[src/rtl/mul_pkg.sv]
`default_nettype none
// ============================================================================
//  Module      : mul_pkg
//  Description : Shared constants for the multiplier issue/collect stage:
//                operand/product widths and the 3-bit state encodings.
//  Revision    : 1.0  initial release
// ============================================================================
package mul_pkg;

    localparam int MUL_W  = 32;
    localparam int PROD_W = 64;

    // Issue-controller state encodings
    localparam logic [2:0] IDLE      = 3'd0;
    localparam logic [2:0] ISSUE     = 3'd1;
    localparam logic [2:0] WAIT_BUSY = 3'd2;
    localparam logic [2:0] WAIT_DONE = 3'd3;
    localparam logic [2:0] OUTPUT    = 3'd4;

endpackage : mul_pkg
`default_nettype wire

[src/rtl/mul_issue_ctrl_if.sv]
`default_nettype none
// ============================================================================
//  Module      : mul_issue_ctrl_if
//  Description : Bundle of the issue-stage handshakes and the multiplier link.
//                  in_*  : operand valid/ready channel (in_signed selects
//                          two's-complement operands when SIGNED_MUL_EN)
//                  mul_* : Run pulse, operands out; Ready, Product back
//                  out_* : one-entry result buffer valid/ready + error flag
//                slave  : view used by mul_issue_ctrl
//                master : view of the environment (producer, multiplier,
//                         consumer)
//  Revision    : 1.0  initial release
// ============================================================================
interface mul_issue_ctrl_if;
    import mul_pkg::*;

    logic              in_valid;
    logic              in_ready;
    logic [MUL_W-1:0]  in_a;
    logic [MUL_W-1:0]  in_b;
    logic              in_signed;

    logic [MUL_W-1:0]  mul_Multiplicand;
    logic [MUL_W-1:0]  mul_Multiplier;
    logic              mul_Run;
    logic              mul_Ready;
    logic [PROD_W-1:0] mul_Product;

    logic              out_valid;
    logic              out_ready;
    logic [PROD_W-1:0] out_product;
    logic              out_error;

    modport slave (
        input  in_valid, in_a, in_b, in_signed,
        output in_ready,
        output mul_Multiplicand, mul_Multiplier, mul_Run,
        input  mul_Ready, mul_Product,
        output out_valid, out_product, out_error,
        input  out_ready
    );

    modport master (
        output in_valid, in_a, in_b, in_signed,
        input  in_ready,
        input  mul_Multiplicand, mul_Multiplier, mul_Run,
        output mul_Ready, mul_Product,
        input  out_valid, out_product, out_error,
        output out_ready
    );

endinterface : mul_issue_ctrl_if
`default_nettype wire

[src/rtl/mul_issue_ctrl_sign_fix.sv]
`default_nettype none
// ============================================================================
//  Module      : mul_sign_fix
//  Description : Combinational sign handling around an unsigned multiplier.
//                Ports:
//                  i_a, i_b      operands as received
//                  i_signed      operands are two's complement
//                  o_a_mag/o_b_mag  magnitudes (|-2^31| = 32'h8000_0000)
//                  o_neg         product must be negated (sign_a ^ sign_b)
//                  i_prod        unsigned product from the multiplier
//                  i_prod_neg    negate request latched with the operands
//                  o_prod        sign-corrected product
//  Revision    : 1.0  initial release
// ============================================================================
module mul_sign_fix
    import mul_pkg::*;
(
    input  wire logic [MUL_W-1:0]  i_a,
    input  wire logic [MUL_W-1:0]  i_b,
    input  wire logic              i_signed,
    output logic      [MUL_W-1:0]  o_a_mag,
    output logic      [MUL_W-1:0]  o_b_mag,
    output logic                   o_neg,
    input  wire logic [PROD_W-1:0] i_prod,
    input  wire logic              i_prod_neg,
    output logic      [PROD_W-1:0] o_prod
);

    logic w_sign_a;
    logic w_sign_b;

    assign w_sign_a = i_signed & i_a[MUL_W-1];
    assign w_sign_b = i_signed & i_b[MUL_W-1];

    // Negating -2^31 wraps back to 32'h8000_0000, which is the correct
    // unsigned magnitude, so no special case is required.
    assign o_a_mag = w_sign_a ? (~i_a + 1'b1) : i_a;
    assign o_b_mag = w_sign_b ? (~i_b + 1'b1) : i_b;
    assign o_neg   = w_sign_a ^ w_sign_b;

    assign o_prod  = i_prod_neg ? (~i_prod + 1'b1) : i_prod;

endmodule : mul_sign_fix
`default_nettype wire

[src/rtl/mul_issue_ctrl.sv]
`default_nettype none
// ============================================================================
//  Module      : mul_issue_ctrl
//  Description : Issue/collect stage for the sequential 32x32 shift-add
//                multiplier. Accepts an operand pair, pulses mul_Run for one
//                cycle, waits for the multiplier to drop and then raise
//                mul_Ready, and parks the 64-bit product in a one-entry
//                output buffer. A hung multiplier is reported as an error
//                result (out_error=1, out_product=0) after TIMEOUT_CYC wait
//                cycles.
//                Ports:
//                  clk    rising-edge clock
//                  Reset  asynchronous active-high reset (shared with the
//                         multiplier)
//                  bus    mul_issue_ctrl_if.slave (in_*, mul_*, out_*)
//                Optional feature macro: SIGNED_MUL_EN (signed operands via
//                magnitude + product negate).
//  Revision    : 1.0  initial release
// ============================================================================
module mul_issue_ctrl
    import mul_pkg::*;
#(
    parameter int TIMEOUT_CYC = 40
)
(
    input  wire logic         clk,
    input  wire logic         Reset,
    mul_issue_ctrl_if.slave   bus
);

    localparam int CNT_W = $clog2(TIMEOUT_CYC + 1);
    localparam logic [CNT_W-1:0] C_TIMEOUT = CNT_W'(TIMEOUT_CYC);

    logic [2:0]        r_state;
    logic [CNT_W-1:0]  r_cnt;
    logic [MUL_W-1:0]  r_mcand;
    logic [MUL_W-1:0]  r_mplier;
    logic              r_out_valid;
    logic              r_out_error;
    logic [PROD_W-1:0] r_out_product;

    logic              w_accept;
    logic [CNT_W-1:0]  w_cnt_next;
    logic              w_timeout;
    logic [MUL_W-1:0]  w_op_a;
    logic [MUL_W-1:0]  w_op_b;
    logic [PROD_W-1:0] w_prod_fixed;

`ifdef SIGNED_MUL_EN
    logic r_neg;
    logic w_op_neg;

    mul_sign_fix u_sign_fix (
        .i_a        (bus.in_a),
        .i_b        (bus.in_b),
        .i_signed   (bus.in_signed),
        .o_a_mag    (w_op_a),
        .o_b_mag    (w_op_b),
        .o_neg      (w_op_neg),
        .i_prod     (bus.mul_Product),
        .i_prod_neg (r_neg),
        .o_prod     (w_prod_fixed)
    );
`else
    // Unsigned-only build: in_signed has no effect.
    assign w_op_a       = bus.in_a;
    assign w_op_b       = bus.in_b;
    assign w_prod_fixed = bus.mul_Product;
`endif

    assign w_accept   = bus.in_valid && (r_state == IDLE);
    assign w_cnt_next = r_cnt + 1'b1;
    // Asserted on the TIMEOUT_CYC-th cycle spent waiting on the multiplier.
    assign w_timeout  = (w_cnt_next == C_TIMEOUT);

    always_ff @(posedge clk or posedge Reset) begin
        if (Reset) begin
            r_state       <= IDLE;
            r_cnt         <= '0;
            r_mcand       <= '0;
            r_mplier      <= '0;
            r_out_valid   <= 1'b0;
            r_out_error   <= 1'b0;
            r_out_product <= '0;
`ifdef SIGNED_MUL_EN
            r_neg         <= 1'b0;
`endif
        end else begin
            case (r_state)
                IDLE: begin
                    if (w_accept) begin
                        r_mcand  <= w_op_a;
                        r_mplier <= w_op_b;
`ifdef SIGNED_MUL_EN
                        r_neg    <= w_op_neg;
`endif
                        r_state  <= ISSUE;
                    end
                end
                ISSUE: begin
                    r_cnt   <= '0;
                    r_state <= WAIT_BUSY;
                end
                WAIT_BUSY: begin
                    // A Ready still high from the previous operation is not
                    // a completion; wait until the multiplier goes busy.
                    r_cnt <= w_cnt_next;
                    if (w_timeout) begin
                        r_out_valid   <= 1'b1;
                        r_out_error   <= 1'b1;
                        r_out_product <= '0;
                        r_state       <= OUTPUT;
                    end else if (!bus.mul_Ready) begin
                        r_state <= WAIT_DONE;
                    end
                end
                WAIT_DONE: begin
                    r_cnt <= w_cnt_next;
                    // Completion takes priority over a coincident timeout.
                    if (bus.mul_Ready) begin
                        r_out_valid   <= 1'b1;
                        r_out_error   <= 1'b0;
                        r_out_product <= w_prod_fixed;
                        r_state       <= OUTPUT;
                    end else if (w_timeout) begin
                        r_out_valid   <= 1'b1;
                        r_out_error   <= 1'b1;
                        r_out_product <= '0;
                        r_state       <= OUTPUT;
                    end
                end
                OUTPUT: begin
                    if (bus.out_ready) begin
                        r_out_valid <= 1'b0;
                        r_out_error <= 1'b0;
                        r_state     <= IDLE;
                    end
                end
                default: begin
                    r_state <= IDLE;
                end
            endcase
        end
    end

    assign bus.in_ready         = (r_state == IDLE);
    assign bus.mul_Run          = (r_state == ISSUE);
    assign bus.mul_Multiplicand = r_mcand;
    assign bus.mul_Multiplier   = r_mplier;
    assign bus.out_valid        = r_out_valid;
    assign bus.out_error        = r_out_error;
    assign bus.out_product      = r_out_product;

endmodule : mul_issue_ctrl
`default_nettype wire
[src/flat_wrapper.sv]
// flat-port wrapper written by rule: the top's interface ports become plain ports
module mul_issue_ctrl_flat import mul_pkg::*;
#(
    parameter int TIMEOUT_CYC = 40
)
  (clk, Reset, bus_in_valid, bus_in_a, bus_in_b, bus_in_signed, bus_in_ready, bus_mul_Multiplicand, bus_mul_Multiplier, bus_mul_Run, bus_mul_Ready, bus_mul_Product, bus_out_valid, bus_out_product, bus_out_error, bus_out_ready);
  mul_issue_ctrl_if bus_i ();
  input  wire logic clk;
  input  wire logic Reset;
  input wire logic [$bits(bus_i.in_valid)-1:0] bus_in_valid;
  input wire logic [$bits(bus_i.in_a)-1:0] bus_in_a;
  input wire logic [$bits(bus_i.in_b)-1:0] bus_in_b;
  input wire logic [$bits(bus_i.in_signed)-1:0] bus_in_signed;
  output wire logic [$bits(bus_i.in_ready)-1:0] bus_in_ready;
  output wire logic [$bits(bus_i.mul_Multiplicand)-1:0] bus_mul_Multiplicand;
  output wire logic [$bits(bus_i.mul_Multiplier)-1:0] bus_mul_Multiplier;
  output wire logic [$bits(bus_i.mul_Run)-1:0] bus_mul_Run;
  input wire logic [$bits(bus_i.mul_Ready)-1:0] bus_mul_Ready;
  input wire logic [$bits(bus_i.mul_Product)-1:0] bus_mul_Product;
  output wire logic [$bits(bus_i.out_valid)-1:0] bus_out_valid;
  output wire logic [$bits(bus_i.out_product)-1:0] bus_out_product;
  output wire logic [$bits(bus_i.out_error)-1:0] bus_out_error;
  input wire logic [$bits(bus_i.out_ready)-1:0] bus_out_ready;
  assign bus_i.in_valid = bus_in_valid;
  assign bus_i.in_a = bus_in_a;
  assign bus_i.in_b = bus_in_b;
  assign bus_i.in_signed = bus_in_signed;
  assign bus_in_ready = bus_i.in_ready;
  assign bus_mul_Multiplicand = bus_i.mul_Multiplicand;
  assign bus_mul_Multiplier = bus_i.mul_Multiplier;
  assign bus_mul_Run = bus_i.mul_Run;
  assign bus_i.mul_Ready = bus_mul_Ready;
  assign bus_i.mul_Product = bus_mul_Product;
  assign bus_out_valid = bus_i.out_valid;
  assign bus_out_product = bus_i.out_product;
  assign bus_out_error = bus_i.out_error;
  assign bus_i.out_ready = bus_out_ready;
  mul_issue_ctrl #(.TIMEOUT_CYC(TIMEOUT_CYC)) u_core (.clk(clk), .Reset(Reset), .bus(bus_i));
endmodule
[config.mk]
export PLATFORM = sky130hd
export DESIGN_NAME = mul_issue_ctrl_flat
export DESIGN_NICKNAME = d
export VERILOG_FILES = /design/src/rtl/mul_pkg.sv /design/src/rtl/mul_issue_ctrl_if.sv /design/src/rtl/mul_issue_ctrl_sign_fix.sv /design/src/rtl/mul_issue_ctrl.sv /design/src/flat_wrapper.sv
export SDC_FILE = /design/constraint.sdc
export NUM_CORES = 1
export LEC_CHECK = 0
export ABC_AREA = 1
export CAP_MARGIN = 25
export CORE_ASPECT_RATIO = 0.7
export CORE_UTILIZATION = 44
export CTS_CLUSTER_DIAMETER = 200
export DETAILED_ROUTE_END_ITERATION = 8
export PLACE_DENSITY = 0.84
export SYNTH_ARGS = -nofsm -noshare
export SYNTH_HDL_FRONTEND = slang
export SYNTH_SLANG_ARGS = --single-unit
[constraint.sdc]
create_clock -name clk -period 8.4 [get_ports clk]
set_input_delay 1.68 -clock clk [delete_from_list [all_inputs] [get_ports clk]]
set_output_delay 1.68 -clock clk [all_outputs]
set_load 0.05 [all_outputs]
# ---- Word-level counts from Yosys, hierarchy flattened
# Cells that the tools add are included.
dict set report totals {
  ff_bits 139
  input_bits 134
  output_inout_bits 132
}
dict set report classes {
  n_addsub 1
  n_eq_ne 9
  mux 18
  n_reduce_logical 9
}
# operator n
set op_table {}
lappend op_table {{$mux W64} 2}
lappend op_table {{$pmux W64 S2} 1}
lappend op_table {{$mux W3} 6}
lappend op_table {{$pmux W3 S5} 1}
lappend op_table {{$pmux W6 S2} 1}
lappend op_table {{$add A6 B1 Y6 const B} 1}
lappend op_table {{$eq A3 B2 Y1 const B} 2}
lappend op_table {{$eq A6 B6 Y1 const B} 1}
lappend op_table {{$ne A3 B2 Y1 const B} 2}
lappend op_table {{$pmux W1 S3} 2}
lappend op_table {{$mux W1} 5}
lappend op_table {{$reduce_and A2 Y1} 2}
lappend op_table {{$reduce_and A4 Y1} 1}
lappend op_table {{$reduce_bool A2 Y1} 2}
lappend op_table {{$eq A3 B1 Y1 const B} 1}
lappend op_table {{$eq A3 B3 Y1 const B} 1}
lappend op_table {{$logic_not A3 Y1} 1}
lappend op_table {{$reduce_bool A3 Y1} 1}
lappend op_table {{$ne A2 B1 Y1 const B} 1}
lappend op_table {{$ne A2 B2 Y1 const B} 1}
lappend op_table {{$reduce_or A2 Y1} 1}
lappend op_table {{$logic_and A1 B1 Y1} 1}

# ---- Depth between registers and ports, before layout
dict set report depth {
  ltp_word 5
  ltp_mapped 12
  ltp_nobuf 11
}

# ---- Least setup slack after synthesis
# No wires, ideal clock.
dict set report synth_path {
  kind {flip-flop to output port}
  from {register u_core.r_state[2]}
  to {output port bus_mul_Run}
  arrival_ns 1.246
  setup_slack_ns 5.474
  stages_incl_launch_ff 4
  path_buffers 0
  cell_sequence {dfrtp_1 > inv_1 > nand2_1 > nor2_1}
}
dict set report synth_between {
  elab_chain_len 1
}
# element line_no
set synth_rtl {}
lappend synth_rtl {{start, declared} mul_issue_ctrl.sv:34} ;# logic [2:0] r_state;
lappend synth_rtl {{start signal, assigned} mul_issue_ctrl.sv:78} ;# r_state <= IDLE;
lappend synth_rtl {{start signal, assigned} mul_issue_ctrl.sv:97} ;# r_state <= ISSUE;
lappend synth_rtl {{start signal, assigned} mul_issue_ctrl.sv:102} ;# r_state <= WAIT_BUSY;
lappend synth_rtl {{$eq A3 B1 Y1} mul_issue_ctrl.sv:147} ;# assign bus.mul_Run = (r_state == ISSUE);
lappend synth_rtl {{end, declared} flat_wrapper.sv:17} ;# output wire logic [$bits(bus_i.mul_Run)-1:0] bus_mul_Run;
# No other way between the ends.

# ---- Worst setup path after layout
dict set report layout_path {
  from {register u_core.r_state[0]}
  to {output port bus_in_ready}
}
dict set report layout_between {
  elab_chain_len 1
}
# element line_no
set layout_rtl {}
lappend layout_rtl {{$logic_not A3 Y1} mul_issue_ctrl.sv:146} ;# assign bus.in_ready = (r_state == IDLE);
lappend layout_rtl {{end, declared} flat_wrapper.sv:14} ;# output wire logic [$bits(bus_i.in_ready)-1:0] bus_in_ready;
# No other way between the ends.

==> results.json <==
{
  "antenna_found_initial": 0,
  "grt_max_degree": 81,
  "cap_violations": 0,
  "viasPerCell": 4.88,
  "worstSetupStartpointType": "register",
  "place_congestion": 0.777,
  "finalPower_mw": 4.42,
  "hold_viol": 0,
  "cts_tree": "done",
  "drt_wl_total_um": 14800,
  "p_leak_nw": 3.99,
  "fp.dieH_um": 96.6,
  "grt_pass1_vias": 4432,
  "yosys_register_bits": 139,
  "critical_path.max_stage_delay_ps": 810,
  "slowest_stage": "clkdlybuf4s50_1",
  "maxSlewViolCount": 0,
  "min_path_type": "register to register",
  "core_um2": 12400,
  "path_class": "register to output port",
  "regArea_um2": 3480,
  "grt_pass1_wl_um": 22300,
  "preCtsSetupSlack_ps": 4750,
  "drc": 0,
  "fillerInstances": 848,
  "endpoint_kind": "output port",
  "die_w_um": 137,
  "vias": 4547,
  "ctsHtreeMaxLevel": 4,
  "clock_path_buffers": 2,
  "cts_hold_buf": 0,
  "relSlewSlack_pct": 37.1,
  "initialDrtViolationCount": 148,
  "rr_startpoint": "u_core.r_cnt[0]",
  "setup_viol": 0,
  "worst_slew_pin_slew_ps": 944,
  "rsz0062_at_grt": "false",
  "power_density_nw_per_um2": 494,
  "multiInputGateArea_um2": 1940,
  "cp_max_fo": 6,
  "io_buffer_count": 264,
  "fin_tns_setup_ps": 0,
  "ant_nets": 0,
  "synth.net_count": 631,
  "final_core_util_pct": 72.1,
  "hp-start": "u_core.bus.out_product[39]",
  "cts_setup_buffers": 0,
  "dieArea_um2": 13200,
  "syn2layout_area_growth_pct": 59.3,
  "timing.final.crit_share_pct": 44.5,
  "clock_skew_ps": 11.2,
  "layout_setup_ws_ps": 4660,
  "wl_per_cell_um": 15.9,
  "io_pins": 266,
  "outcome": "complete, no violations",
  "overflow": 0,
  "syn_inst": 496,
  "numCtsBuffers": 17,
  "diodes": 0,
  "start_util_pct": 45.2,
  "clk_pin_slew_ps": 60,
  "crit_arrival_ps": 2060,
  "drive_above_1_share_pct": 19.0,
  "synth_area_um2": 5620,
  "root_buffer": "clkbuf_16",
  "synth_cell_types": 25,
  "rows": 34,
  "final_nets": 892,
  "cts_resized": 0,
  "required_ps": 6720,
  "clock-sinks": 139,
  "hold_depth": 2,
  "rr_worst_depth": 10,
  "dpl.hpwl_um": 10300,
  "max_freq_mhz": 268,
  "r2r-end": "u_core.bus.out_product[47]",
  "grt_use_total_pct": 21.9,
  "synth_warnings": 0,
  "fin_crit_ps": 3740,
  "ys_seq_area_share_pct": 61.9,
  "whs_endpoint": "u_core.bus.out_product[39]",
  "whs_ps": 472,
  "path_cells": "nor2_2 -> nand2_1 -> inv_1 -> clkdlybuf4s50_1",
  "r2r_slack_ps": 6200,
  "ir_drop_mv": 0.306,
  "firstDrtPassIters": 4,
  "clock_latency_ps": 400,
  "synth_area_per_cell_um2": 11.3
}
[stage by stage]
step           instances  cell area, µm²
4_1_cts              930            8930
3_3_place_gp         898            8340
2_1_floorplan        496            5620
3_5_place_dp         899            8360
6_report             931            8950
5_1_grt              931            8950
[metal layers]
| layer | vias to the layer above | GRT usage [%] | wire length, µm | part of all wire, % |
|---|---|---|---|---|
| met5 | - | 0 | 0 | 0 |
| met1 | 2185 | 27.2 | 6140 | 42 |
| li1 | 2157 | - | - | - |
| met4 | 0 | 6.23 | 163 | 1.1 |
| met3 | 16 | 7.67 | 1300 | 8.8 |
| met2 | 189 | 36.4 | 7160 | 48 |
[placed cells by master, fill, tap and decap left out, types with 2 or more instances in the layout]
| cell type | instances |
|---|---|
| a21oi_1 | 5 |
| buf_4 | 3 |
| bufinv_16 | 2 |
| clkbuf_16 | 17 |
| clkdlybuf4s50_1 | 263 |
| clkinv_2 | 4 |
| clkinvlp_4 | 4 |
| dfrtp_1 | 139 |
| inv_1 | 11 |
| inv_6 | 4 |
| mux2_1 | 5 |
| mux2_2 | 59 |
| nand2_1 | 112 |
| nand2_2 | 41 |
| nand2_4 | 2 |
| nand3_1 | 69 |
| nand4_1 | 2 |
| nor2_1 | 4 |
| nor2_2 | 3 |
| o21ai_0 | 7 |
[layout make-up]
type,count,share of cell area [%]
clock buffer,17,4.75
timing repair buffer,269,30.2
multi-input combinational,318,21.7
inverter,12,0.559
clock inverter,14,1.62
tap,162,2.26
sequential,139,38.8
[cells in the mapped netlist (all sizes together)]
cell    count  area, µm²
nand2     155        694
dfrtp     139       3480
nand3      70        355
mux2       64        721
buf        14        116
clkbuf     13       48.8
inv        12       45.0
nor2        8       37.5
o21ai       8       40.0
a21oi       5       25.0
nand4       2       12.5
a22o        1       8.76
ha          1       12.5
nor3        1       5.00
o21a        1       7.51
o22ai       1       6.26
or2         1       6.26
[where the power goes]
group,internal (mW),switching [mW]
Sequential,1.01,0.199
Combinational,0.861,1.64
Clock,0.436,0.282
[flip-flops by register name (all words and copies together), names as in the netlist]
name                         count
u_core.bus.mul_Multiplicand     32
u_core.bus.mul_Multiplier       32
u_core.bus.out_error             1
u_core.bus.out_product          64
u_core.bus.out_valid             1
u_core.r_cnt                     6
u_core.r_state                   3
[kinds of logic after synthesis]
logic type / synth area share, %
adder cells (fa/ha/maj): 0.223
buffers and inverters: 3.74
multiplexers: 12.8
AO/OA/AOI/OAI: 1.56
AND/OR/NAND/NOR: 19.8
flip-flops: 61.9
[worst max-delay path by stage]
stage / startpoint / endpoint / slack (ps) / cells past startpoint
detailed placement: Reset / u_core.bus.mul_Multiplicand[7] / 4750 / 3
CTS: u_core.r_state[0] / bus_in_ready / 4650 / 4
floorplan: Reset / u_core.bus.mul_Multiplicand[0] / 3000 / 1
global placement: bus_mul_Ready / u_core.bus.out_product[30] / 4570 / 6
global route: u_core.r_state[0] / bus_in_ready / 4570 / 4
finish: u_core.r_state[0] / bus_in_ready / 4660 / 4
[worst max-delay path, delay by kind of cell, from the launching register on]
family	cells	cell delay, ps
buffers and inverters	2	910
flip-flops	1	400
AND/OR/NAND/NOR	2	340
Power figures use the tool's default switching activity.
